--- config.mk ---
export PLATFORM = sky130hd
export DESIGN_NAME = fetch_controller
export DESIGN_NICKNAME = d
export VERILOG_FILES = /design/src/rtl/fetch_controller.sv
export SDC_FILE = /design/constraint.sdc
export NUM_CORES = 1
export LEC_CHECK = 0
export BUFFER_PORTS_ARGS = -buffer_cell sky130_fd_sc_hd__clkbuf_2
export CORE_MARGIN = 4
export CORE_UTILIZATION = 38
export CTS_CLUSTER_DIAMETER = 50
export CTS_CLUSTER_SIZE = 14
export DETAILED_ROUTE_END_ITERATION = 6
export SLEW_MARGIN = 20
export SYNTH_ARGS = -nofsm -noshare
export SYNTH_HDL_FRONTEND = slang
export SYNTH_SLANG_ARGS = --single-unit
--- constraint.sdc ---
create_clock -name clk -period 4.2 [get_ports clk]
set_clock_uncertainty 0.05 [all_clocks]
set_input_delay 0.21 -clock clk [delete_from_list [all_inputs] [get_ports clk]]
set_output_delay 0.21 -clock clk [all_outputs]
set_load 0.02 [all_outputs]
--- src/rtl/fetch_controller.sv ---
// Instruction fetch sequencer: owns the PC, issues one memory request at a time,
// hands each fetched word to decode, and handles redirects, squash and halt.
module fetch_controller #(
  parameter int              XLEN       = 32,
  parameter logic [XLEN-1:0] RESET_PC   = '0,
  parameter logic [31:0]     HALT_INSTR = 32'h0000_0033
) (
  input  logic            clk,
  input  logic            reset,
  output logic            mem_req_valid,
  input  logic            mem_req_ready,
  output logic [XLEN-1:0] mem_req_addr,
  input  logic            mem_rsp_valid,
  input  logic [31:0]     mem_rsp_data,
  output logic            out_valid,
  input  logic            out_ready,
  output logic [XLEN-1:0] out_pc,
  output logic [31:0]     out_instr,
  input  logic            redirect_valid,
  input  logic [XLEN-1:0] redirect_pc,
  output logic            halted,
  output logic [31:0]     instr_count
);

  typedef enum logic [1:0] {S_REQ, S_WAIT, S_HOLD, S_HALT} state_t;

  state_t          state_q, state_d;
  logic [XLEN-1:0] pc_q, pc_d;
  logic            squash_q, squash_d;
  logic [XLEN-1:0] out_pc_q, out_pc_d;
  logic [31:0]     out_instr_q, out_instr_d;
  logic [31:0]     cnt_q, cnt_d;

  logic            req_hs;
  logic [XLEN-1:0] redir_pc;

  assign req_hs        = mem_req_valid && mem_req_ready;
  assign redir_pc      = redirect_pc & ~XLEN'(3);
  assign mem_req_valid = (state_q == S_REQ);
  assign mem_req_addr  = pc_q;
  // A redirect kills the presented instruction in the same cycle.
  assign out_valid     = (state_q == S_HOLD) && !redirect_valid;
  assign out_pc        = out_pc_q;
  assign out_instr     = out_instr_q;
  assign halted        = (state_q == S_HALT);
  assign instr_count   = cnt_q;

  always_ff @(posedge clk or posedge reset) begin
    if (reset) begin
      state_q     <= S_REQ;
      pc_q        <= RESET_PC;
      squash_q    <= 1'b0;
      out_pc_q    <= '0;
      out_instr_q <= '0;
      cnt_q       <= '0;
    end else begin
      state_q     <= state_d;
      pc_q        <= pc_d;
      squash_q    <= squash_d;
      out_pc_q    <= out_pc_d;
      out_instr_q <= out_instr_d;
      cnt_q       <= cnt_d;
    end
  end

  always_comb begin
    state_d     = state_q;
    pc_d        = pc_q;
    squash_d    = squash_q;
    out_pc_d    = out_pc_q;
    out_instr_d = out_instr_q;
    cnt_d       = cnt_q;
    case (state_q)
      S_REQ: begin
        // Request accepted alongside a redirect: its response is stale.
        if (req_hs) begin
          state_d  = S_WAIT;
          squash_d = redirect_valid;
        end
      end
      S_WAIT: begin
        if (mem_rsp_valid) begin
          squash_d = 1'b0;
          if (squash_q || redirect_valid) begin
            state_d = S_REQ;
          end else begin
            state_d     = S_HOLD;
            out_instr_d = mem_rsp_data;
            out_pc_d    = pc_q;
          end
        end else if (redirect_valid) begin
          squash_d = 1'b1;
        end
      end
      S_HOLD: begin
        if (redirect_valid) begin
          state_d = S_REQ;
        end else if (out_ready) begin
          pc_d    = pc_q + XLEN'(4);
          cnt_d   = cnt_q + 32'd1;
          state_d = (out_instr_q == HALT_INSTR) ? S_HALT : S_REQ;
        end
      end
      S_HALT: begin
        if (redirect_valid) state_d = S_REQ;
      end
      default: state_d = S_REQ;
    endcase
    if (redirect_valid) pc_d = redir_pc;
  end

endmodule

==> impl_results.md <==
- Hold crit path type: in2reg
- Most frequent cells in the layout: 194 x clkbuf_2, 127 x dfrtp_1, 63 x dlygate4sd3_1
- Port Buf Inserts: approximately 190
- GR Util met2: slightly below 30%
- Row cnt: 44
- Die span in y: 131 µm
- Final min period: 2.75 ns
- Worst path bufs/invs: 2
- RSZ-0062 raised after global routing: false
- Post-synth EDFFs: 0
- Max IR drop VDD: 0.294 mV
- Setup TNS: 0 ns
- Clock Sinks: 127
- Ys flop type: dfrtp_1
- Share of Yosys cell area claimed by the top area cell type: 55.2%
- Area grow syn2layout: 40.2%
- Post-Synthesis Cell Area: just under 6000 µm²
- Critical path launch point type: register
- Share of async-settable or async-resettable flops after synthesis: 100%
- Crit path DAT: between 2 and 3 ns
- Clk root buf: clkbuf_16
- Fillers: 1272
- Adder-cell area share of the yosys netlist: 0.434%
- Via count: 4713
- CTS tree: built
- Post-synth top area cell: dfrtp_1
- Compound-Gate Fraction of Synth Area: 3.48%
- Starting Density: 39.2%
- Dpl cells: 855
- Initial antenna violation count: 0
- Mux cell area share after synthesis: 12.3%
- Synth Area in Simple Gates: 16.4%
- Final worst-path cycle share: 65.4%
- Register area share after synthesis: between 50% and 60%
- CTS H-tree lvls: 4
- Commonest non-fill, non-tap cell in the layout: clkbuf_2
- Leakage: 3.85 nW
- Grt ovf: 0
- Die ar.: 17200 µm²
- DRT iter0 DRCs: 189
- Gp weighted congestion: 0.817
- Worst slew pin tran: 0.959 ns
- Routed WL per cell: 16.0 µm
- Final hold slack: ~0.12 ns
- Worst EP required: around 4.4 ns
- HPWL after DPL: around 11 mm
- Gate Count Post-Synth: 498
- Layout cells sized above 1: 33.2%
- Vias per cell: 4.97
- Io pins: 201
- Synth Area per Inst: 11.6 µm²
- Met3 Usage GRT: 5.43%
- Outcome: complete, no violations
- Die W: about 130 µm
- Crit path max fanout: 40
- PD cells: 573 nW/µm²
- GR Util All Layers: 18.1%
- Crit path kind: reg2reg
- Drt pass-1 iters: 6
- Synthesized flop and latch total: 127
- Cell variety after synth: between 40 and 50
- Met1 usage: 22.4%
- Largest family of logic cells by synthesized area: simple AND/OR/NAND/NOR gates
- Core box area: approximately 15000 µm²
- Setup violations, final: 0
- Clock insertion delay at the later pin of the skew report: approximately 0.4 ns
- Slew Viols, Final: 0
- Antenna viol nets, final: 0
- Post-CTS sizing: 0
- Final #Nets: 825
- Top cells by area, synth: dfrtp_1 55%, mux2_1 8.6%, xnor2_1 6.2%, nand2_1 3.7%, mux2_2 3.5%
- Fin cells: approximately 950
- CP Capture Type: register
- Largest net degree at the start of global routing: 70
- Clk buf depth: 2
- Cts bufs inserted: 17
- Number of global-route vias before repair: a little under 5000
- CP top delay family: simple AND/OR/NAND/NOR gates
- # DRC: 0
- First-pass GRT wire length: 25.3 mm
- Synth Warn #: 0
- CP max-delay cell: nand2_2
- F_max: 364 MHz
- Worst slew margin: 35.1%
- Ant. Diodes: 0
- Max incr delay on CP: 0.64 ns
- Cell chain of the critical path: inv_2 > nor4_1 > nand2_2 > buf_4 > mux2_1
- Post-Synth XOR/XNOR Area: under 10%
- Busiest grt layer: met2
- Hold Fails Final Rpt: 0
- Clock slew at reported path FFs: 0.05 ns
- Max-Cap Viols: 0
- Drt total wl: about 15 mm
[flip-flops by register name, indices dropped and copies added, names as in the netlist]
signal	count
out_pc	30
instr_count	32
squash_q	1
mem_req_addr	30
state_q	2
out_instr	32
[kinds of logic after synthesis]
family	after synthesis
simple gates	172
buf+inv	35
xor+xnor	60
flops	127
compound gates	38
mux	63
fa+ha+maj	2
other cells	1
[layout make-up]
class / instances / area, µm² / share of cell area [%]
clock buffers: 24 / 492 / 6.09
clock inverters: 6 / 82.6 / 1.02
inverters: 8 / 32.5 / 0.403
multi-input cells: 339 / 2430 / 30.0
flip-flops and latches: 127 / 3180 / 39.3
well taps: 184 / 230 / 2.85
repair buffers: 260 / 1640 / 20.3
[through the flow]
step | worst slack [ns] | instance area [µm²] | utilization (%) | total power [mW]
floorplan | 0.556 | 5770 | - | 2.66
global placement | 1.55 | 6870 | 46.8 | 3.14
detailed placement | 1.36 | 6870 | 46.8 | 3.18
CTS | 1.37 | 8080 | 55.0 | 4.68
global route | 1.19 | 8080 | 55.0 | 4.86
finish | 1.45 | 8080 | 55.0 | 4.63
[worst reg2reg max path, delay by kind of cell, from the launching register on]
family / cells / cell delay [ns]
buf+inv: 2 / 0.58
flops: 1 / 0.54
mux: 1 / 0.37
simple gates: 2 / 1.08
[worst paths after layout]
path | startpoint | end | cells past startpoint | slack [ns]
worst max-delay path | state_q[0]$_DFFE_PP0P_ | out_pc[20]$_DFFE_PP0P_ | 5 | 1.45
min in group asynchronous | reset | mem_req_addr[14]$_DFFE_PP0P_ | 3 | 0.43
worst max register to register | state_q[0]$_DFFE_PP0P_ | out_pc[20]$_DFFE_PP0P_ | 5 | 1.45
worst min register to register | instr_count[31]$_DFFE_PP0P_ | instr_count[31]$_DFFE_PP0P_ | 1 | 0.41
max in group asynchronous | reset | out_instr[22]$_DFFE_PP0P_ | 4 | 2.85
worst min-delay path | out_ready | mem_req_addr[29]$_DFFE_PP0P_ | 3 | 0.12
[Yosys cell counts (10+ instances only)]
cell type and n:
clkbuf_1 11, dfrtp_1 127, mux2_1 44, mux2_2 18, nand2_1 57, nand3_1 19
nand4_1 18, nor2_1 21, nor3_1 10, nor4_1 10, o21ai_0 17, o21ai_1 13
xnor2_1 41, xor2_1 19
[layer usage]
metal / vias to the layer above / part of all wire, %
li1: 2233 / -
met1: 2303 / 42
met2: 149 / 49
met3: 28 / 6.0
met4: 0 / 2.1
met5: - / 0
[power by group]
| group | switching [mW] | internal, mW | leakage [nW] |
|---|---|---|---|
| registers | 0.273 | 1.57 | 1.59 |
| clock network | 0.504 | 0.926 | 0.282 |
| logic | 0.810 | 0.549 | 1.99 |
| total | 1.59 | 3.04 | 3.85 |
[repair_timing]
action,in CTS,in global routing
buffers inserted,0,0
hold buffers,63,0
endpoints found under the hold margin,120,0
setup endpoints to repair,0,0
(Power assumes the default switching activity.)
